## config.mk

```make
export PLATFORM = sky130hd
export DESIGN_NAME = mux_sync_rr
export DESIGN_NICKNAME = d
export VERILOG_FILES = /design/src/rtl/mux_sync_rr.sv
export SDC_FILE = /design/constraint.sdc
export NUM_CORES = 1
export LEC_CHECK = 0
export ABC_AREA = 0
export BUFFER_PORTS_ARGS = -buffer_cell sky130_fd_sc_hd__buf_2
export CORE_MARGIN = 1
export CORE_UTILIZATION = 30
export CTS_CLUSTER_DIAMETER = 100
export DETAILED_ROUTE_END_ITERATION = 8
export PLACE_DENSITY_LB_ADDON = 0.2
export SLEW_MARGIN = 30
export SYNTH_ARGS = -nofsm -noshare
export SYNTH_HDL_FRONTEND = slang
export SYNTH_SLANG_ARGS = --single-unit
```

## constraint.sdc

```tcl
create_clock -name clk -period 5.77 [get_ports clk]
set_input_delay 0.2885 -clock clk [delete_from_list [all_inputs] [get_ports clk]]
set_output_delay 0.2885 -clock clk [all_outputs]
set_load 0.05 [all_outputs]
```

## src/rtl/mux_sync_rr.sv

```systemverilog
// mux_sync_rr: brings NCH asynchronous toggle-handshake data channels into the
// clk domain. Each channel has a request synchronizer, a hold register and a
// returned acknowledge toggle. Held words leave through one valid/ready port
// under round-robin arbitration.
// Optional feature macro: MUX_SYNC_RR_OVF_EN adds sticky per-channel overflow
// flags (ovf) and their clear input (ovf_clr).
module mux_sync_rr #(
    parameter int DSIZE       = 32,
    parameter int NCH         = 4,
    parameter int SYNC_STAGES = 2,
    localparam int CH_W       = (NCH > 1) ? $clog2(NCH) : 1
) (
    input  logic                 clk,
    input  logic                 rst,
    input  logic [NCH*DSIZE-1:0] src_data,
    input  logic [NCH-1:0]       src_req_tgl,
    output logic [NCH-1:0]       src_ack_tgl,
    output logic                 out_valid,
    input  logic                 out_ready,
    output logic [DSIZE-1:0]     out_data,
    output logic [CH_W-1:0]      out_ch
`ifdef MUX_SYNC_RR_OVF_EN
    ,
    output logic [NCH-1:0]       ovf,
    input  logic                 ovf_clr
`endif
);

    // Request synchronizer chains; bit SYNC_STAGES-1 is the synchronized toggle.
    logic [SYNC_STAGES-1:0] r_sync [NCH];
    // Last consumed toggle value per channel; doubles as the ack toggle.
    logic [NCH-1:0]         r_seen;
    // Hold-valid flags and the held words.
    logic [NCH-1:0]         r_hv;
    logic [DSIZE-1:0]       r_hold [NCH];
    // Round-robin start pointer.
    logic [CH_W-1:0]        r_rr;

    logic [NCH-1:0]         w_s;
    logic [NCH-1:0]         w_event;
    logic [NCH-1:0]         w_cap;
    logic [NCH-1:0]         w_pop_vec;
    logic                   w_pop;
    logic [CH_W-1:0]        w_sel;
    logic [CH_W-1:0]        w_rr_next;

    // First channel with a held word, scanning from rr upward with wrap.
    function automatic logic [CH_W-1:0] rr_pick(input logic [NCH-1:0] hv,
                                                input logic [CH_W-1:0] rr);
        logic [CH_W-1:0] pick;
        logic            found;
        int              idx;
        pick  = '0;
        found = 1'b0;
        for (int i = 0; i < NCH; i++) begin
            idx = (int'(rr) + i) % NCH;
            if (!found && hv[idx]) begin
                pick  = CH_W'(idx);
                found = 1'b1;
            end
        end
        return pick;
    endfunction

    // Synchronized request, pending event and pop/capture decode per channel.
    always_comb begin
        // NOTE: every variable driven here gets a default first, so no path
        // leaves it unassigned and no latch is inferred.
        w_s       = '0;
        w_pop_vec = '0;
        for (int c = 0; c < NCH; c++) begin
            w_s[c]       = r_sync[c][SYNC_STAGES-1];
            w_pop_vec[c] = w_pop && (w_sel == CH_W'(c));
        end
        w_event = w_s ^ r_seen;
        // A full channel may still capture when its word leaves in this cycle.
        w_cap   = w_event & (~r_hv | w_pop_vec);
    end

    // Output selection is purely combinational from the registered state.
    always_comb begin
        w_sel     = rr_pick(r_hv, r_rr);
        out_valid = |r_hv;
        out_ch    = out_valid ? w_sel : '0;
        out_data  = out_valid ? r_hold[w_sel] : '0;
        w_pop     = out_valid && out_ready;
        w_rr_next = CH_W'((int'(w_sel) + 1) % NCH);
    end

    assign src_ack_tgl = r_seen;

    // Shift each request toggle through its synchronizer chain.
    always_ff @(posedge clk or posedge rst) begin
        // NOTE: sequential state uses non-blocking assignments so every flop
        // samples the pre-edge values, independent of statement order.
        if (rst) begin
            for (int c = 0; c < NCH; c++) begin
                r_sync[c] <= '0;
            end
        end else begin
            for (int c = 0; c < NCH; c++) begin
                r_sync[c] <= {r_sync[c][SYNC_STAGES-2:0], src_req_tgl[c]};
            end
        end
    end

    // Capture into the hold registers, track hold-valid and the consumed toggle.
    always_ff @(posedge clk or posedge rst) begin
        // NOTE: the hold registers are reset too, so out_data is a defined 0
        // after reset and a discarded word can never reappear.
        if (rst) begin
            r_seen <= '0;
            r_hv   <= '0;
            for (int c = 0; c < NCH; c++) begin
                r_hold[c] <= '0;
            end
        end else begin
            for (int c = 0; c < NCH; c++) begin
                if (w_cap[c]) begin
                    r_hold[c] <= src_data[c*DSIZE +: DSIZE];
                    r_hv[c]   <= 1'b1;
                    r_seen[c] <= w_s[c];
                end else if (w_pop_vec[c]) begin
                    r_hv[c]   <= 1'b0;
                end
            end
        end
    end

    // Advance the round-robin pointer past the channel just popped.
    always_ff @(posedge clk or posedge rst) begin
        if (rst) begin
            r_rr <= '0;
        end else if (w_pop) begin
            r_rr <= w_rr_next;
        end
    end

`ifdef MUX_SYNC_RR_OVF_EN
    logic [NCH-1:0] r_sp;
    logic [NCH-1:0] r_ovf;
    logic [NCH-1:0] w_ovf_set;

    // A second change of the synchronized toggle while the first is still
    // unconsumed means a transfer was lost.
    assign w_ovf_set = (w_s ^ r_sp) & (r_sp ^ r_seen);
    assign ovf       = r_ovf;

    // Delayed synchronized toggle and sticky overflow flags; set beats clear.
    always_ff @(posedge clk or posedge rst) begin
        if (rst) begin
            r_sp  <= '0;
            r_ovf <= '0;
        end else begin
            r_sp  <= w_s;
            r_ovf <= (ovf_clr ? '0 : r_ovf) | w_ovf_set;
        end
    end
`endif

endmodule

```

==> results.yml <==
run_status:
  status: "complete, no violations"
routing:
  route.detailed.drc: 0
  drt_pre_antenna_iters: 4
  wl_per_cell_um: 18.8
  ant_nets: 0
  first_iter_violations: 140
  wl_um: 17200
  vias: 4326
  vias_per_cell: 4.72
timing:
  whs_ns: 0.0746
  min_period_ns: 3.21
  max_freq_mhz: 312
  min_period_over_period_pct: 55.6
  rsz0062_at_grt: "no"
  totalNegativeSetupSlack_ns: 0
  fin_skew_ns: 0.00958
  hold_viol: 0
  worstMarginPinSlew_ns: 0.885
  relSlewSlack_pct: 41.0
  drv_slew: 0
  finalSetupViolCount: 0
placement:
  gp_congestion: 0.738
  hpwl_um: 11700
  port_buffers: 173
cells_and_area:
  n_fill_cell: 2063
  final_common_cell: "buf_2"
  final_util_pct: 39.3
  drive_gt1_share_pct: 53.8
  syn_to_final_growth_pct: 28.1
  layout.cells.most_common_list: "buf_2, dfrtp_1, mux2_2"
  final_nets: 762
logic_synthesis:
  syn_area_per_cell_um2: 14.4
  netlist.top_cell.by_area: "dfrtp_1"
  synth.top_cell.area_share_pct: 56.5
  ys_seq_area_share_pct: 56.5
  syn_nets: 585
  synth-seq-cells: 146
  ys_types: 33
  netlist_instances: 450
  synth_area_leaders: "dfrtp_1, mux2_2, mux2i_1, o22ai_1, mux2_1"
  netlist_area_um2: 6470
  ys_warn_count: 0
cts:
  cts_setup_buffers: 0
  holdBufCountCts: 5
  clk_path_buf_depth: 2
  tritoncts: "built"
  cts-root-buf: "clkbuf_16"
  cts_sinks: 146
  cts-buffers-inserted: 17
  cts_max_level: 4
  cts_resized: 0
  insertion_delay_ns: 0.42
  clk_pin_slew_ns: 0.07
die:
  dieArea_um2: 22100
  coreArea_um2: 21100
  fp.dieW_um: 149
  rows: 53
  die_y_um: 149
  io_pins: 174
  start_util_pct: 30.7
grt:
  grt_pass1_wl_um: 26700
  use_met3_pct: 6.02
  met1_usage_pct: 19.8
  grtUsageMet2_pct: 26.9
  antenna_found_initial: 2
  grt_pass1_vias: 4743
  grt_max_degree: 85
  grt.busiest_layer: "met2"
  overflow: 0
  grt_usage_pct: 16.3
critical_path:
  crit_type: "register to output port"
  required_ns: 5.48
  start_kind: "register"
  arrival_ns: 2.92
  path_cells: "nand2b_1, a21oi_1, or3_4, buf_6, mux2i_1, o22ai_1, buf_2"
  slowest_stage: "buf_6"
  end_kind: "output port"
  crit_fanout: 60
  cpPeakStageDelay_ns: 0.57
run:
  maxCapViolCount: 0
worst_hold_path:
  min_path_type: "input port to register"
registers in the layout, summed over array words and instances (netlist names):
register	flops
r_rr	2
r_sync	8
r_hold	128
r_hv	4
src_ack_tgl	4
cell families after synthesis:
family                    after synthesis  share of synthesized area [%]
muxes                                 197                           33.0
buffers and inverters                  32                           2.79
DFF                                   146                           56.5
xor gates and xnor gates                4                          0.542
and+or+nand+nor                        21                           1.63
AOI/OAI and AO/OA                      50                           5.50
worst paths after layout:
kind,from,to,slack [ns],depth (start not counted)
max,r_rr[1],out_data[15],2.56,7
min,src_data[57],r_hold[89],0.07,2
max reg2reg,r_hv[0],r_hold[55],2.71,6
min reg2reg,r_sync[4],r_sync[5],0.36,0
max in group asynchronous,rst,r_hold[86],4.09,4
min in group asynchronous,rst,r_hold[42],0.51,3
layer usage:
metal	up-vias	share of wire, %
li1	2006	-
met3	19	7.4
met4	2	1.2
met1	2172	43
met5	-	0.070
met2	127	49
through the flow:
stage	instance area [um^2]	setup WS, ns	std cells
3_5_place_dp	7640	2.72	878
4_1_cts	8280	2.52	915
2_1_floorplan	6470	1.56	450
3_3_place_gp	7610	2.79	877
6_report	8280	2.56	916
5_1_grt	8280	2.39	915
worst max-delay path: cells and delay by family, from the launching register on:
kind / cells / cell delay, ns
buffers and inverters: 2 / 0.88
multiplexers: 1 / 0.19
flip-flops: 1 / 0.47
AND/OR/NAND/NOR: 2 / 0.40
AO/OA/AOI/OAI: 2 / 0.48
final cells by class:
| class | count | area, um^2 | area share [%] |
|---|---|---|---|
| Antenna cell | 1 | 2.50 | 0.0302 |
| Clock buffer | 18 | 439 | 5.30 |
| Clock inverter | 14 | 155 | 1.87 |
| Inverter | 4 | 20.0 | 0.242 |
| Multi-Input combinational cell | 272 | 2680 | 32.3 |
| Sequential cell | 146 | 3650 | 44.1 |
| Tap cell | 275 | 344 | 4.15 |
| Timing Repair Buffer | 186 | 991 | 12.0 |
Yosys cell counts, drive strengths merged:
cell type / n
nand3b: 1
clkbuf: 7
o211ai: 1
mux2: 132
o31ai: 4
xnor2: 4
o21ai: 3
a22o: 1
a21oi: 3
mux2i: 65
a21o: 1
a31oi: 2
or3: 1
o31a: 1
nand2: 7
nand3: 1
nand2b: 2
nor2b: 2
or4: 1
buf: 21
nor2: 4
or2: 2
o22ai: 33
inv: 4
dfrtp: 146
o21a: 1
Power is left out: the tool's default activity adds up to more than one toggle a clock period on the data nets, which glitch-free logic cannot reach.
